[config.mk]
export PLATFORM = sky130hd
export DESIGN_NAME = pc_gen
export DESIGN_NICKNAME = d
export VERILOG_FILES = /design/src/rtl/pc_gen.sv
export SDC_FILE = /design/constraint.sdc
export NUM_CORES = 1
export LEC_CHECK = 0
export ABC_AREA = 1
export CORE_MARGIN = 3
export CORE_UTILIZATION = 42
export DETAILED_ROUTE_END_ITERATION = 12
export PLACE_DENSITY = 0.9
export SLEW_MARGIN = 0
export SYNTH_ARGS = -nofsm -noshare
export SYNTH_HDL_FRONTEND = slang
export SYNTH_SLANG_ARGS = --single-unit
[constraint.sdc]
create_clock -name clk -period 2.76 [get_ports clk]
set_input_delay 0.276 -clock clk [delete_from_list [all_inputs] [get_ports clk]]
set_output_delay 0.276 -clock clk [all_outputs]
set_load 0.03 [all_outputs]
[src/rtl/pc_gen.sv]
// Fetch address generator: prioritised redirects (trap > branch > refill),
// sequential advance on handshake, redirect epoch and misaligned-target reporting.
module pc_gen #(
  parameter int unsigned XLEN       = 32,
  parameter int unsigned STEP       = 4,
  parameter int unsigned ALIGN_BITS = 2,
  parameter int unsigned EPOCH_W    = 3
) (
  input  logic               clk,
  input  logic               rst,
  input  logic [XLEN-1:0]    rst_addr,
  input  logic               trap_take,
  input  logic [XLEN-1:0]    trap_addr,
  input  logic               branch_take,
  input  logic [XLEN-1:0]    branch_addr,
  input  logic               refill_take,
  input  logic [XLEN-1:0]    refill_addr,
  input  logic               halt,
  input  logic               fetch_ready,
  output logic               fetch_valid,
  output logic [XLEN-1:0]    addr,
  output logic [EPOCH_W-1:0] epoch,
  output logic               misalign_err,
  output logic [XLEN-1:0]    err_addr
);

  localparam logic [XLEN-1:0] AlignMask = (XLEN'(1) << ALIGN_BITS) - XLEN'(1);

  logic               run_q;
  logic [XLEN-1:0]    addr_q, addr_d;
  logic [EPOCH_W-1:0] epoch_q, epoch_d;
  logic               err_q, err_d;
  logic [XLEN-1:0]    err_addr_q, err_addr_d;

  logic               redirect;
  logic               misaligned;
  logic               advance;
  logic [XLEN-1:0]    target;

  assign fetch_valid  = run_q & ~halt;
  assign addr         = addr_q;
  assign epoch        = epoch_q;
  assign misalign_err = err_q;
  assign err_addr     = err_addr_q;

  always_comb begin
    redirect   = trap_take | branch_take | refill_take;
    // Only the winning target matters; losing requests never reach the checker.
    if (trap_take) begin
      target = trap_addr;
    end else if (branch_take) begin
      target = branch_addr;
    end else begin
      target = refill_addr;
    end
    misaligned = redirect && ((target & AlignMask) != '0);
    advance    = fetch_valid & fetch_ready;

    addr_d     = addr_q;
    epoch_d    = epoch_q;
    err_d      = misaligned;
    err_addr_d = err_addr_q;

    if (redirect) begin
      addr_d  = target & ~AlignMask;
      epoch_d = epoch_q + EPOCH_W'(1);
    end else if (advance) begin
      addr_d = addr_q + XLEN'(STEP);
    end

    if (misaligned) begin
      err_addr_d = target;
    end
  end

  always_ff @(posedge clk) begin
    if (rst) begin
      run_q      <= 1'b0;
      addr_q     <= rst_addr & ~AlignMask;
      epoch_q    <= '0;
      err_q      <= 1'b0;
      err_addr_q <= '0;
    end else begin
      run_q      <= 1'b1;
      addr_q     <= addr_d;
      epoch_q    <= epoch_d;
      err_q      <= err_d;
      err_addr_q <= err_addr_d;
    end
  end

endmodule

# ---- After elaboration in Yosys (flattened, before gate mapping)
# Cells that the tools add are included.
dict set report totals {
  reg_bits 69
  in_bits 135
  output_inout_bits 69
  wordCells 23
}
dict set report classes {
  n_addsub 2
  mux 6
  n_bitwise 5
  n_reduce_logical 4
}
# op n
set ops {}
lappend ops {{two-way mux 32 bit} 5}
lappend ops {{adder 32 x 3 -> 32 bit (second input constant)} 1}
lappend ops {{nonzero test 32 bit} 1}
lappend ops {{adder 3 x 1 -> 3 bit (second input constant)} 1}
lappend ops {{nonzero test 3 bit} 1}
lappend ops {{AND 1 bit} 2}
lappend ops {{OR 1 bit} 2}
lappend ops {{OR reduction 2 bit} 1}
lappend ops {{logical AND 1 bit} 1}
lappend ops {{two-way mux 1 bit} 1}
lappend ops {{NOT 1 bit} 1}

# ---- Depth between registers and ports, before layout
# Gate-level depths: netlist of the first run.
dict set report depth {
  ltp_word 6
  ltp_mapped 10
  ltp_nobuf 10
}

# ---- Least setup slack after synthesis of the first run
# OpenSTA, ideal clock, no wires.
dict set report synth_timing {
  path_type {input -> register}
  from {in branch_take}
  to {reg addr_q[10] (netlist: addr[10]) (enable)}
  setup_ps 465
  t_arrival_ps 1608
  t_required_ps 2295
  setup_slack_ps 687
  cell_stages 6
  n_path_buf 2
  path_cell_list {buf_4 nor2_4 nand2_4 nor2_2 buf_2 nand2_1}
}
dict set report synth_via {
  elab_chain_len 3
}
# element line
set synth_rtl {}
lappend synth_rtl {{start, declared} 14} ;# input logic branch_take,
lappend synth_rtl {{OR 1 bit (2 in series)} 47} ;# redirect = trap_take | branch_take | refill_take;
lappend synth_rtl {{nonzero test 3 bit (no source line)} -}
lappend synth_rtl {{end signal, assigned} 79} ;# addr_q <= rst_addr & ~AlignMask;
lappend synth_rtl {{end signal, assigned} 85} ;# addr_q <= addr_d;
lappend synth_rtl {{end, declared} 30} ;# logic [XLEN-1:0] addr_q, addr_d;
# No other way between the ends.
# A chain may end at the register's enable or synchronous reset.

# ---- Worst setup path in the final report of the first run
dict set report layout_timing {
  from {in branch_take}
  to {reg err_addr_q[15] (netlist: err_addr[15])}
}
dict set report layout_via {
  elab_chain_len 4
  word_cells_on_any_way 6
  classes_between {2 x mux; 2 x bitwise; 2 x reduce/logical}
}
# element line
set layout_rtl {}
lappend layout_rtl {{two-way mux 32 bit} 51} ;# end else if (branch_take) begin
lappend layout_rtl {{two-way mux 32 bit} 49} ;# if (trap_take) begin
lappend layout_rtl {{nonzero test 32 bit} 56} ;# misaligned = redirect && ((target & AlignMask) != '0);
lappend layout_rtl {{logical AND 1 bit} 56}
lappend layout_rtl {{end signal, assigned} 88} ;# err_addr_q <= err_addr_d;
lappend layout_rtl {{end, declared} 33} ;# logic [XLEN-1:0] err_addr_q, err_addr_d;
# Parallel ways exist; a longest one is shown, timed or not.

==> out/results.ini, run 1 <==
[placement]
dpl.hpwl_mm = 11.5
dpl.cell_count = 948
portBuffers = 199
place.gp.congestion = 0.886

[grt]
use_met1 = 0.334
grt_max_degree = 37
grt_pass1_vias = 4681
busiest_layer = met2
track_usage = 0.251
antenna_found_initial = 0
grt.overflow.total = 0
grt_pass1_wl_mm = 23.1
met2_usage = 0.407
met3_usage = 0.0570

[floorplan]
dieArea_sq_um = 11600
fp.dieH_um = 108
initial_core_util = 0.439
die_w_um = 108
core_area_sq_um = 9910
num_io_pins = 204
row_count = 36

[cts]
htreeDepth = 3
cts_tree = yes
numCtsBuffers = 9
cts_setup_buffers = 0
cts_root_buffer = clkbuf_8
postCtsHoldBufs = 0
ctsLongestPathBuffers = 2
cts-resized-gates = 0
clk_latency_ns = 0.33
cts.sinks = 67
clkTransAtPathRegs_ns = 0.07

[pwr]
leakage_uw = 0.00266
peakVddDrop_mv = 0.235
finalPower_uw = 2980
p_per_area_nw_per_um2 = 454

[yosys]
yosysTopAreaCell = edfxtp_1
syn_area_sq_um = 4350
synthCells = 639
avgSynthCellArea_sq_um = 6.81
yosys_warnings = 0
synth.top_cell.area_share = 0.207
yosysSeqAreaShare = 0.377
ys.flop_type = dfxtp_1
synthArstFlopShare = 0
synth_cell_types = 35
synth_edf_count = 30
yosys-top-cells-area = edfxtp_1 21%, dfxtp_1 17%, nand2_1 16%, a21oi_1 8.4%, nand3_1 8.3%
ys_ff_latch = 67

[final_layout]
area_growth_pct = 50.6
fin_cells = 964
fin_nets = 963
fillers = 867
diodes = 0
drive_gt1_frac = 0.0698

[detailed_routing]
vias_per_cell = 5.17
via_count = 4985
antenna_left = 0
drt_iter0_markers = 246
drt_pass1_iterations = 5
routedWlPerCell_um = 15.2
routed_wl_mm = 14.6
drc = 0

[timing]
holdWs_ns = 0.346
slew_headroom = 0.612
fmax_mhz = 499
maxSlewViolCount = 0
setup_tns_ns = 0
hold_viol_final = 0
period_share = 0.727
fin_skew_ns = 0.00940
setup_violations = 0
tightest_slew_ns = 0.581
rsz0062_at_grt = no
fin_crit_ns = 2.01

[worst_setup_path]
required_ns = 3.01
r2r_end = addr[20]
endpoint_kind = flop
cp.arrival_ns = 2.26
cp_max_fo = 32
cp-start-kind = input port
reg2regPathDepth = 10
timing.rr.start = addr[2]
worstSetupPathType = input port to flop
r2r_slack_ns = 0.82
setup.worst_path.start = branch_take

[min_path]
hold_end = epoch[2]
hold_depth = 2
hp-start = rst
holdCritPathClass = input port to flop

[job]
cap_violations = 0

[run_status]
status = complete, no violations

-- worst max-delay path by stage --
stage	cells after the start	slack, ns	to
after floorplan	6	0.69	addr[10]
after global placement	9	0.51	err_addr[5]
after detailed placement	9	0.42	err_addr[22]
after CTS	9	0.74	err_addr[12]
after global routing	9	0.58	err_addr[22]
final	9	0.75	err_addr[15]
-- state kept, by name, indices dropped and copies added, names as in the netlist --
register and flops:
addr 30, epoch 3, run_q 1, err_addr 32, misalign_err 1
-- per-layer routing --
| layer | vias up | part of all wire |
|---|---|---|
| met2 | 209 | 0.47 |
| li1 | 2499 | - |
| met1 | 2257 | 0.43 |
| met5 | - | 0 |
| met3 | 20 | 0.078 |
| met4 | 0 | 0.019 |
-- where the power goes --
group,switching (uW),internal [uW]
sequential,97.6,1150
clock,363,324
combinational,569,474
total,1030,1950
-- cell usage after synthesis, drive strengths merged, types with 4 or more instances --
cell	number
o21ai	26
buf	25
nor2	75
inv	38
a22oi	18
dfxtp	37
a21oi	83
nor3	4
nand2	202
nand3	72
edfxtp	30
clkbuf	11
-- logic make-up (layout without fill, tap and decap cells) --
kind of cell    Yosys count  count (layout)  synth area share
compound gates          132             132             0.176
buf+inv                  74             265            0.0811
fa+ha+maj                 2               2           0.00575
simple gates            359             359             0.351
flops                    67              67             0.377
xor+xnor                  4               4           0.00805
other cells               1               2          0.000862
-- stage by stage --
| stage | util | worst slack (ns) | area, sq um |
|---|---|---|---|
| after floorplan | - | 0.687 | 4350 |
| after global placement | 0.646 | 0.511 | 6400 |
| after detailed placement | 0.646 | 0.415 | 6400 |
| after CTS | 0.661 | 0.744 | 6550 |
| after global routing | 0.661 | 0.576 | 6550 |
| final | 0.661 | 0.754 | 6550 |
-- critical path: stages --
cell	delay [ns]
clkdlybuf4s50_1	0.52
inv_2	0.46
nand2_1	0.10
nand3_1	0.12
o21ai_2	0.09
nand2_4	0.10
buf_4	0.29
nand3_1	0.11
a21oi_1	0.17
-- placed cells by master, fill, tap and decap left out, types with 9 or more instances in the layout --
cell type          n
buf_4             11
a22oi_1           18
edfxtp_1          30
dfxtp_1           37
nand2_2           10
clkbuf_8           9
a21oi_2           10
nor2_1            71
inv_1             35
o21ai_0           23
nand3_1           72
clkdlybuf4s50_1  198
nand2_1          189
a21oi_1           73
-- area by class of cell --
cell class	count	area (sq um)	area share
clock inverter	3	15.0	0.00229
timing repair buffer	211	2090	0.319
multi-input combinational	499	2360	0.360
inverter	38	143	0.0218
tap	133	166	0.0254
clock buffer	13	139	0.0212
sequential	67	1640	0.250
Power figures use the tool's default switching activity.
==> inputs of run 2 (changes only) <==
--- a/config.mk
+++ b/config.mk
@@ -7,9 +7,9 @@
 export LEC_CHECK = 0
 export ABC_AREA = 1
 export CORE_MARGIN = 3
-export CORE_UTILIZATION = 42
+export CORE_UTILIZATION = 38
 export DETAILED_ROUTE_END_ITERATION = 12
-export PLACE_DENSITY = 0.9
+export PLACE_DENSITY = 0.86
 export SLEW_MARGIN = 0
 export SYNTH_ARGS = -nofsm -noshare
 export SYNTH_HDL_FRONTEND = slang
==> constraint.sdc (replaced) <==
create_clock -name clk -period 1.8 [get_ports clk]
set_input_delay 0.18 -clock clk [delete_from_list [all_inputs] [get_ports clk]]
set_output_delay 0.18 -clock clk [all_outputs]
set_load 0.03 [all_outputs]
==> out/results.ini, run 2 (synthesized netlist as in run 1, its figures left out) <==
[run_status]
status = complete, no violations

[detailed_routing]
drt_pass1_iterations = 5  ; unchanged
via_count = 5244  ; +5.2%
routed_wl_mm = 16.1  ; +9.9%
routedWlPerCell_um = 15.9  ; +4.8%
antenna_left = 0  ; unchanged
vias_per_cell = 5.19  ; +0.31%
drt_iter0_markers = 324  ; +32%
drc = 0  ; unchanged

[floorplan]
num_io_pins = 204  ; unchanged
fp.dieH_um = 113  ; +4.8%
die_w_um = 113  ; +4.8%
initial_core_util = 0.394  ; -0.0446
row_count = 38  ; +5.6%
dieArea_sq_um = 12800  ; +9.9%
core_area_sq_um = 11000  ; +11%

[worst_setup_path]
endpoint_kind = primary output
worstSetupPathType = flop to primary output
cp.arrival_ns = 1.56  ; -0.70 ns
timing.rr.start = addr[3]
cp-start-kind = flop
required_ns = 1.62  ; -1.39 ns
cp_max_fo = 4  ; -88%
setup.worst_path.start = addr[17]

[grt]
grt_pass1_wl_mm = 24.7  ; +7.1%
grt_max_degree = 38  ; +2.7%
grt_pass1_vias = 4964  ; +6.0%
track_usage = 0.241  ; -0.00983
grt.overflow.total = 0  ; unchanged
antenna_found_initial = 0  ; unchanged

[placement]
dpl.cell_count = 992  ; +4.6%
pre_cts_ws_ns = -0.135  ; -0.550 ns
portBuffers = 199  ; unchanged
place.gp.congestion = 0.908  ; +2.4%
dpl.hpwl_mm = 12.5  ; +8.2%

[cts]
htreeDepth = 3  ; unchanged
ctsLongestPathBuffers = 2  ; unchanged
clk_latency_ns = 0.32  ; about the same
cts_tree = yes
postCtsHoldBufs = 0  ; unchanged
clkTransAtPathRegs_ns = 0.05  ; -0.02 ns
cts.sinks = 67  ; unchanged
numCtsBuffers = 9  ; unchanged
cts_root_buffer = clkbuf_16

[timing]
rsz0062_at_grt = yes
fmax_mhz = 574
maxSlewViolCount = 0  ; unchanged
fin_crit_ns = 1.74
hold_viol_final = 0  ; unchanged
finalWorstSetupSlack_ns = 0.0587  ; -0.696 ns
fin_skew_ns = 0.00538  ; -0.00402 ns
tightest_slew_ns = 0.565  ; -0.0158 ns
slew_headroom = 0.620  ; +0.00746
period_share = 0.967
holdWs_ns = 0.262  ; -0.0841 ns
setup_violations = 0  ; unchanged

[final_layout]
drive_gt1_frac = 0.124  ; +0.0542
largest_reg_flops = 32  ; unchanged
area_growth_pct = 64.6
fin_cells = 1011  ; +4.9%
layout_commonest_cell = clkdlybuf4s50_1
fillers = 951  ; +9.7%
most-common-layout-cells = 198 x clkdlybuf4s50_1, 187 x nand2_1, 73 x a21oi_1
diodes = 0  ; unchanged
fin_nets = 1003  ; +4.2%

[pwr]
p_clk_frac = 0.327  ; +0.096
peakVddDrop_mv = 0.515  ; +120%
p_seq_frac = 0.350  ; -0.069
switchingPower_uw = 1710  ; +66%
leakage_uw = 0.00296  ; +11%
p_per_area_nw_per_um2 = 762  ; +68%
swShare = 0.313  ; -0.0332
pwr-share-comb = 0.322  ; -0.028
p_int_uw = 3750  ; +93%

[job]
cap_violations = 0  ; unchanged

[min_path]
holdCritPathClass = input port to flop
hp-start = rst

==> run 2: cell count changes in the layout (fill, tap and decap cells not counted), sizes merged <==
cell    delta
buf       +40
clkbuf     +1
clkinv     -2
bufinv     +1
==> run 2: power by group through the flow <==
stage | Sequential [uW] | Clock (uW) | Combinational (uW)
after detailed placement | 1940 | 0 | 1740
after CTS | 1910 | 1800 | 1750
after global placement | 1930 | 0 | 1720
final | 1910 | 1790 | 1760
after floorplan | 2220 | 0 | 568
after global routing | 1930 | 1860 | 1890
==> run 2: cell type report <==
type                    instances  area (sq um)  share of cell area
flip-flops and latches         67          1640               0.229
clock inverters                 2          35.0             0.00489
inverters                      38           143              0.0199
multi-input cells             499          2390               0.333
well taps                     140           175              0.0245
clock buffers                  14           264              0.0369
repair buffers                251          2510               0.351
==> run 2: final timing paths <==
| path | to | slack (ns) | cells past startpoint |
|---|---|---|---|
| worst max-delay path | addr[17] | 0.06 | 2 |
| worst min-delay path | run_q | 0.26 | 2 |
| worst max register to register | addr[24] | 0.09 | 11 |
| worst min register to register | err_addr[19] | 0.46 | 2 |
==> run 2: metal layers <==
layer	global-route usage	up-vias	wire (um)
met3	0.0540	22	1420
met5	0	-	0
li1	-	2580	-
met4	0.0729	0	306
met1	0.310	2382	6530
met2	0.406	260	7790
==> run 2: critical path, stage by stage, from the launching register on <==
cell             delay (ns)
edfxtp_1               0.43
buf_4                  0.15
clkdlybuf4s50_1        0.67
==> run 2: what timing repair did <==
item	in CTS	in global routing
hold endpoints to repair	0	0
setup buffers	0	3
endpoints found under the setup margin	0	9
gates resized for setup	0	8
==> run 2: through the flow <==
| stage | setup TNS [ns] | util | power, uW | cell area (sq um) |
|---|---|---|---|---|
| finish | 0 | 0.649 | 5460 | 7160 |
| global route | -0.0362 | 0.649 | 5680 | 7160 |
| CTS | 0 | 0.645 | 5460 | 7110 |
| detailed placement | -4.50 | 0.618 | 3680 | 6810 |
| global placement | -2.98 | 0.618 | 3650 | 6810 |
| floorplan | 0 | - | 2790 | 4370 |
